File: config.mk
export PLATFORM = sky130hd
export DESIGN_NAME = div_ctrl_flat
export DESIGN_NICKNAME = d
export VERILOG_FILES = /design/src/rtl/div_if.sv /design/src/rtl/div_ctrl.sv /design/src/flat_wrapper.sv
export SDC_FILE = /design/constraint.sdc
export NUM_CORES = 1
export LEC_CHECK = 0
export BUFFER_PORTS_ARGS = -buffer_cell sky130_fd_sc_hd__buf_2
export CAP_MARGIN = 20
export CELL_PAD_IN_SITES_DETAIL_PLACEMENT = 0
export CELL_PAD_IN_SITES_GLOBAL_PLACEMENT = 1
export CORE_ASPECT_RATIO = 1.75
export CORE_MARGIN = 2
export CORE_UTILIZATION = 45
export DETAILED_ROUTE_END_ITERATION = 8
export PLACE_DENSITY_LB_ADDON = 0.2
export SYNTH_ARGS = -nofsm -noshare
export SYNTH_HDL_FRONTEND = slang
export SYNTH_SLANG_ARGS = --single-unit
export TNS_END_PERCENT = 30
File: constraint.sdc
create_clock -name clk -period 6.9 [get_ports clk]
set_input_delay 0 -clock clk [delete_from_list [all_inputs] [get_ports clk]]
set_output_delay 0 -clock clk [all_outputs]
set_load 0.01 [all_outputs]
File: src/rtl/div_if.sv
// EX-stage <-> divide controller bus: operands, start/annul request and result/ready return.
// Handshake: start_i rises with operands held stable and stays high until ready_o=1 is seen; ready_o with result_o stays up while start_i is held; dropping start_i retires the result.
interface div_if #(
  parameter int WIDTH = 32
);
  logic                 signed_div_i;
  logic [WIDTH-1:0]     opdata1_i;
  logic [WIDTH-1:0]     opdata2_i;
  logic                 start_i;
  logic                 annul_i;
  logic [2*WIDTH-1:0]   result_o;
  logic                 ready_o;
  logic                 busy_o;
  logic [1:0]           state_dbg;

  modport master (
    output signed_div_i, opdata1_i, opdata2_i, start_i, annul_i,
    input  result_o, ready_o, busy_o, state_dbg
  );

  modport slave (
    input  signed_div_i, opdata1_i, opdata2_i, start_i, annul_i,
    output result_o, ready_o, busy_o, state_dbg
  );
endinterface

File: src/rtl/div_ctrl.sv
// Radix-2 restoring divide sequencer for DIV/DIVU, WIDTH iterations plus a sign-fix edge.
// Optional DIV_EARLY_OUT_EN: finishes at once when |dividend| < |divisor|.
module div_ctrl #(
  parameter int WIDTH = 32
) (
  input  logic clk,
  input  logic rst,
  div_if.slave bus
);
  localparam int CW = $clog2(WIDTH + 1);

  typedef enum logic [1:0] {
    S_IDLE    = 2'd0,
    S_BY_ZERO = 2'd1,
    S_ON      = 2'd2,
    S_END     = 2'd3
  } state_t;

  state_t             state;
  state_t             state_next;
  logic [WIDTH-1:0]   dividend_q;
  logic [WIDTH-1:0]   divisor_q;
  logic [WIDTH-1:0]   partial_q;
  logic [CW-1:0]      counter_q;
  logic [2*WIDTH-1:0] result_q;
  logic               ready_q;

  logic               op1_neg;
  logic               op2_neg;
  logic [WIDTH-1:0]   mag1;
  logic [WIDTH-1:0]   mag2;
  logic               accept;
  logic               div_zero;
  logic               early_out;
  logic               done;
  logic [WIDTH:0]     shifted;
  logic               no_borrow;
  logic [WIDTH-1:0]   diff;
  logic [WIDTH-1:0]   quot_fix;
  logic [WIDTH-1:0]   rem_fix;

  assign op1_neg  = bus.signed_div_i & bus.opdata1_i[WIDTH-1];
  assign op2_neg  = bus.signed_div_i & bus.opdata2_i[WIDTH-1];
  assign mag1     = op1_neg ? -bus.opdata1_i : bus.opdata1_i;
  assign mag2     = op2_neg ? -bus.opdata2_i : bus.opdata2_i;
  assign accept   = bus.start_i & ~bus.annul_i;
  assign div_zero = (bus.opdata2_i == '0);
  assign done     = (counter_q == CW'(WIDTH));

`ifdef DIV_EARLY_OUT_EN
  assign early_out = ~div_zero & (mag1 < mag2);
`else
  assign early_out = 1'b0;
`endif

  // Shifted partial remainder is below 2*divisor, so the low WIDTH bits of the difference are exact.
  assign shifted   = {partial_q, dividend_q[WIDTH-1]};
  assign no_borrow = (shifted >= {1'b0, divisor_q});
  assign diff      = shifted[WIDTH-1:0] - divisor_q;

  // Sign fix reads the held operands directly rather than stored sign bits.
  assign quot_fix = (op1_neg ^ op2_neg) ? -dividend_q : dividend_q;
  assign rem_fix  = op1_neg ? -partial_q : partial_q;

  always_ff @(posedge clk or posedge rst) begin
    if (rst) state <= S_IDLE;
    else     state <= state_next;
  end

  always_comb begin
    state_next = state;
    case (state)
      S_IDLE: begin
        if (accept) begin
          if (div_zero)       state_next = S_BY_ZERO;
          else if (early_out) state_next = S_END;
          else                state_next = S_ON;
        end
      end
      S_BY_ZERO: state_next = bus.annul_i ? S_IDLE : S_END;
      S_ON: begin
        if (bus.annul_i) state_next = S_IDLE;
        else if (done)   state_next = S_END;
      end
      S_END: begin
        if (!bus.start_i || bus.annul_i) state_next = S_IDLE;
      end
      default: state_next = S_IDLE;
    endcase
  end

  always_comb begin
    bus.busy_o    = (state == S_BY_ZERO) || (state == S_ON);
    bus.state_dbg = state;
    bus.result_o  = result_q;
    bus.ready_o   = ready_q;
  end

  always_ff @(posedge clk or posedge rst) begin
    if (rst) begin
      dividend_q <= '0;
      divisor_q  <= '0;
      partial_q  <= '0;
      counter_q  <= '0;
      result_q   <= '0;
      ready_q    <= 1'b0;
    end else begin
      case (state)
        S_IDLE: begin
          ready_q   <= 1'b0;
          result_q  <= '0;
          counter_q <= '0;
          if (accept && !div_zero) begin
            dividend_q <= mag1;
            divisor_q  <= mag2;
            partial_q  <= '0;
            if (early_out) begin
              result_q <= {bus.opdata1_i, {WIDTH{1'b0}}};
              ready_q  <= 1'b1;
            end
          end
        end
        S_BY_ZERO: begin
          result_q  <= '0;
          counter_q <= '0;
          ready_q   <= ~bus.annul_i;
        end
        S_ON: begin
          if (bus.annul_i) begin
            ready_q   <= 1'b0;
            result_q  <= '0;
            counter_q <= '0;
          end else if (!done) begin
            partial_q  <= no_borrow ? diff : shifted[WIDTH-1:0];
            dividend_q <= {dividend_q[WIDTH-2:0], no_borrow};
            counter_q  <= counter_q + CW'(1);
          end else begin
            result_q <= {rem_fix, quot_fix};
            ready_q  <= 1'b1;
          end
        end
        S_END: begin
          if (!bus.start_i || bus.annul_i) begin
            ready_q  <= 1'b0;
            result_q <= '0;
          end
        end
        default: begin
          ready_q  <= 1'b0;
          result_q <= '0;
        end
      endcase
    end
  end
endmodule

File: src/flat_wrapper.sv
// flat-port wrapper written by rule: the top's interface ports become plain ports
module div_ctrl_flat 
#(
  parameter int WIDTH = 32
)
  (clk, rst, bus_signed_div_i, bus_opdata1_i, bus_opdata2_i, bus_start_i, bus_annul_i, bus_result_o, bus_ready_o, bus_busy_o, bus_state_dbg);
  div_if #(.WIDTH(WIDTH)) bus_i ();
  input  logic clk;
  input  logic rst;
  input wire logic [$bits(bus_i.signed_div_i)-1:0] bus_signed_div_i;
  input wire logic [$bits(bus_i.opdata1_i)-1:0] bus_opdata1_i;
  input wire logic [$bits(bus_i.opdata2_i)-1:0] bus_opdata2_i;
  input wire logic [$bits(bus_i.start_i)-1:0] bus_start_i;
  input wire logic [$bits(bus_i.annul_i)-1:0] bus_annul_i;
  output wire logic [$bits(bus_i.result_o)-1:0] bus_result_o;
  output wire logic [$bits(bus_i.ready_o)-1:0] bus_ready_o;
  output wire logic [$bits(bus_i.busy_o)-1:0] bus_busy_o;
  output wire logic [$bits(bus_i.state_dbg)-1:0] bus_state_dbg;
  assign bus_i.signed_div_i = bus_signed_div_i;
  assign bus_i.opdata1_i = bus_opdata1_i;
  assign bus_i.opdata2_i = bus_opdata2_i;
  assign bus_i.start_i = bus_start_i;
  assign bus_i.annul_i = bus_annul_i;
  assign bus_result_o = bus_i.result_o;
  assign bus_ready_o = bus_i.ready_o;
  assign bus_busy_o = bus_i.busy_o;
  assign bus_state_dbg = bus_i.state_dbg;
  div_ctrl #(.WIDTH(WIDTH)) u_core (.clk(clk), .rst(rst), .bus(bus_i));
endmodule
==> results.md <==
- The run finished with clean final reports.
- The number of warnings reported in the yosys synthesis log is 0.
- Of all nets on the critical path, the largest fanout is 4.
- In the final layout, the multi-input gates occupy around 6400 sq um.
- The top flip-flop cell by instance count after synthesis is dfrtp_1.
- Setup violations remaining at the end of the flow were counted as 0.
- The number of buffer and inverter stages on the critical path is 2.
- Setup repair after global routing left no endpoint under its margin.
- The first global-routing pass estimated 48700 um of wire.
- For this design, the sink count on the clock tree is approximately 170.
- The number of library cell types mapped by synthesis is 62.
- The net switching share of the total power is 0.448.
- The core utilization of the finished layout is 0.533.
- Summing every instance area after synthesis gives approximately 11000 sq um.
- The number of flops mapped to enable cells by yosys is 0.
- The total iterations of the first detailed-routing run is 5.
- The detailed-route DRC error count is 0.
- The mean routed wirelength per cell is between 15 and 20 um.
- The number of vias per cell is 5.43.
- In this run, the number of DRC markers left after iteration 0 of detailed routing was about 590.
- Input and output buffers added on the ports amount to about 140.
- The area of the core is approximately 24000 sq um.
- Measured against its own limit, the worst slew margin works out to 0.380.
- Once the clock tree was built, the resizer swapped 0 gates to a different size.
- The antenna violation net count after detailed routing is 0.
- Of the total power, the clock network draws 0.182.
- The post-route minimum period is between 3000 and 4000 ps.
- The net count of the finished layout is between 1500 and 2000.
- In the final layout, the share of cells above drive strength 1 is 0.132.
- The analysis attributes to net switching a power of around 0.0025 W.
- In the final timing run, aggregate negative setup slack is 0 ps.
- The total area of sequential cells is roughly 4200 sq um.
- The fraction of power consumed by sequential logic is 0.276.
- The tightest min-delay check is of the in -> reg type.
- The number of nets produced by synthesis is 1468.
- For this run, the top clock speed supported by timing is approximately 260 MHz.
- The transition time of the tightest slew-check pin is 930 ps.
- Entering global routing, the biggest net connects 96 pins.
- The H-tree generated during clock tree synthesis spans 4 levels.
- The kind of start point of the critical path is a flop.
- The share of the Yosys chip area taken by registers is 0.380.
- Across every metal layer, demand over resource in global routing totals 0.239.
- The total non-filler cell area in the finished layout is 13000 sq um.
- The via count of the first global-routing pass is 9840.
- After synthesis, the share of flip-flops with an asynchronous set or reset is 1.00.
- The initial standard-cell utilization of the core is 0.455.
- The number of antenna violations at the first check in global routing was 1.
- The final-report max-slew violation count was 0.
- The stage delay of the slowest cell on the critical path is 470 ps.
- The cell with the largest stage delay on the worst path is a221oi_1.
- The number of failing hold endpoints at the final stage was 0.
- Of the available clock period, the critical path in the final layout requires 0.551.
- The class of the most critical setup path is reg -> reg.
- The clock passes through at most 2 buffers.
- In this run the count of I/O pins placed on the die edge is about 140.
- The TritonCTS clock tree is done.
- The number of violations of the max-capacitance limit is 0.
- The congestion estimate from routability-driven global placement came to roughly 0.87.
- For the worst setup path, the data required time is 7260 ps.
- The final route contains 9861 vias.
- The total internal power is approximately 0.0031 W.
- CTS placed an instance of clkbuf_16 at the clock tree root.
- The area of the die is roughly 26000 sq um.
- The clock transition at the registers of the reported paths is 60 ps.
- The area added between synthesis and finish is 17.2%.
- The power density relative to cell area is roughly 430 nW/um^2.
- The layout has 2428 filler cells.
- The number of buffers inserted during clock tree synthesis is 17.
- The relative contribution of combinational cells to total power is 0.542.
- The final HPWL from detailed placement is roughly 22000 um.
- The horizontal extent of the die is roughly 120 um.
- The routed design has 29900 um of wire.
- The die span in y is about 210 um.
- Summing all placed instances gives a cell area of around 12000 sq um.
- The most numerous cell on the critical path is inv_1.
- IR analysis of the VDD net gives a maximum drop of about 0.00026 V.
- Among cell families on the critical path, the largest total delay comes from compound AO/OA/AOI/OAI gates.
- For this run the aggregate overflow at the end of global routing stands at 0.
- In this run, synthesis produced a sequential element count of between 150 and 200.
- The data arrival time of the critical path is 4160 ps.
- The worst setup skew after layout is between 7 and 8 ps.
- The leakage power of the design is around 6.0 nW.
- Dividing the synthesized area by the synthesized cell count gives 8.20 sq um.
- The element type at the critical path end is a flop.
- The number of standard cells after synthesis is approximately 1400.
- The clock latency on the worst-skew pair is approximately 450 ps.
- The signal on the critical path passes through inv_1, ha_1, inv_1, fa_1, a21o_1, a221oi_1, o32a_1, nor2_1, or3_1, a21boi_0, o31a_1, o21ai_0, mux2_2, a22oi_1.
- The initialized floorplan defines 76 standard-cell rows.
==> synthesized netlist by cell type (2+ instances only) <==
cell type  number  area (sq um)
o211ai_1        3          22.5
buf_1           5          18.8
nand2_1       226           848
o21ai_0       155           776
o22ai_1         4          25.0
nand4_1        10          62.6
o31ai_1        21           158
inv_1          57           214
xnor2_1        77           674
nand3_1        16          80.1
clkbuf_1       49           184
and2_1          5          31.3
buf_2           6          30.0
mux2i_1        21           210
nand2b_1       10          62.6
xor2_1         68           596
o41ai_1        12           105
and3_1          4          25.0
buf_4           3          22.5
mux2_2          3          33.8
ha_1           42           526
o21ai_1        54           270
or4_1           9          67.6
nor3_1         21           105
or3_4           3          33.8
nor2_1         89           334
nand3b_1        3          22.5
or3_1           9          56.3
nor2b_1         6          37.5
nor4_1         17           106
a21o_1         24           180
dfrtp_1       169          4230
o21bai_1        2          15.0
o31a_1          2          17.5
clkbuf_2        2          10.0
buf_6           5          56.3
a31oi_1        14          87.6
a21oi_1       104           521
a22oi_1         3          22.5
==> power by group through the flow <==
stage                     combinational [W]  clock, W  sequential (W)
after floorplan                     0.00246         0         0.00148
after global placement              0.00302         0         0.00156
after detailed placement            0.00304         0         0.00157
after CTS                           0.00307   0.00104         0.00155
after global routing                0.00345   0.00108         0.00160
final                               0.00305   0.00102         0.00156
==> final cells by class <==
class,count,share of cell area
Clock buffer,22,0.0364
Tap cell,312,0.0300
Inverter,57,0.0168
Timing Repair Buffer,188,0.0928
Multi-Input combinational cell,1059,0.488
Clock inverter,9,0.0111
Sequential cell,169,0.325
Antenna cell,1,0.000192
==> worst reg2reg max path: cells and delay by family (launching register included) <==
| kind | cells | cell delay (ps) |
|---|---|---|
| flip-flops | 1 | 400 |
| AND/OR/NAND/NOR | 2 | 510 |
| AO/OA/AOI/OAI | 7 | 1830 |
| buffers and inverters | 2 | 150 |
| multiplexers | 1 | 290 |
| adder cells (fa/ha/maj) | 2 | 540 |
==> final timing paths <==
path                                        startpoint                      end  slack, ps  cells past startpoint
worst min register to register  u_core.bus.result_o[7]   u_core.bus.result_o[7]        470                      2
worst max-delay path             u_core.dividend_q[31]     u_core.partial_q[28]       3100                     14
max in group asynchronous                          rst  u_core.bus.result_o[58]       5490                      5
worst min-delay path                  bus_opdata1_i[9]     u_core.dividend_q[9]          9                      5
min in group asynchronous                          rst   u_core.bus.result_o[5]        280                      3
worst max register to register   u_core.dividend_q[31]     u_core.partial_q[28]       3100                     14
==> what timing repair did <==
action	4_1_cts	5_1_grt
hold endpoints to repair	129	0
buffers inserted	0	0
hold buffers	39	0
==> cell usage in the layout (no fill, tap or decap), types with 11 or more instances in the layout <==
cell             n
buf_4           11
dfrtp_1        169
mux2i_1         21
nor4_1          17
buf_2          136
nand2_1        226
xor2_1          68
ha_1            41
o21ai_0        155
o41ai_1         12
a31oi_1         14
a21o_1          24
xnor2_1         77
nor2_1          89
o31ai_1         21
nor3_1          21
o21ai_1         53
inv_1           56
dlygate4sd3_1   39
a21oi_1        104
clkbuf_16       17
nand3_1         15
==> registers in the layout, summed over array words and instances, names as in the netlist <==
register	cells
u_core.bus.result_o	64
u_core.divisor_q	32
u_core.partial_q	32
u_core.bus.ready_o	1
u_core.dividend_q	32
u_core.counter_q	6
u_core.bus.state_dbg	2
==> routing by layer <==
layer  vias to the layer above  track usage  wire length, um
met1                      4658        0.257            11800
met5                         -            0                0
li1                       4968            -                -
met3                        53       0.0388              855
met2                       182        0.452            16400
met4                         0       0.0959              924
==> metrics by stage <==
| step | power [W] | setup WS, ps | std cells | hold slack (ps) |
|---|---|---|---|---|
| after floorplan | 0.00394 | 2320 | 1356 | 150 |
| after global placement | 0.00458 | 3200 | 1744 | 251 |
| after detailed placement | 0.00461 | 3120 | 1745 | 241 |
| after CTS | 0.00567 | 3090 | 1815 | 1.62 |
| after global routing | 0.00613 | 2800 | 1817 | 27.2 |
| final | 0.00563 | 3100 | 1817 | 8.90 |
==> cells by family (layout without fill, tap and decap cells) <==
logic type / Yosys count / in the layout / share of synthesized area
other: 0 / 1 / 0
flip-flops: 169 / 169 / 0.380
adder cells (fa/ha/maj): 43 / 43 / 0.0491
XOR/XNOR: 145 / 145 / 0.114
multiplexers: 24 / 24 / 0.0219
AND/OR/NAND/NOR: 435 / 435 / 0.174
AO/OA/AOI/OAI: 412 / 412 / 0.211
buffers and inverters: 128 / 276 / 0.0495
Note: power is estimated with default switching activity, not from simulation.
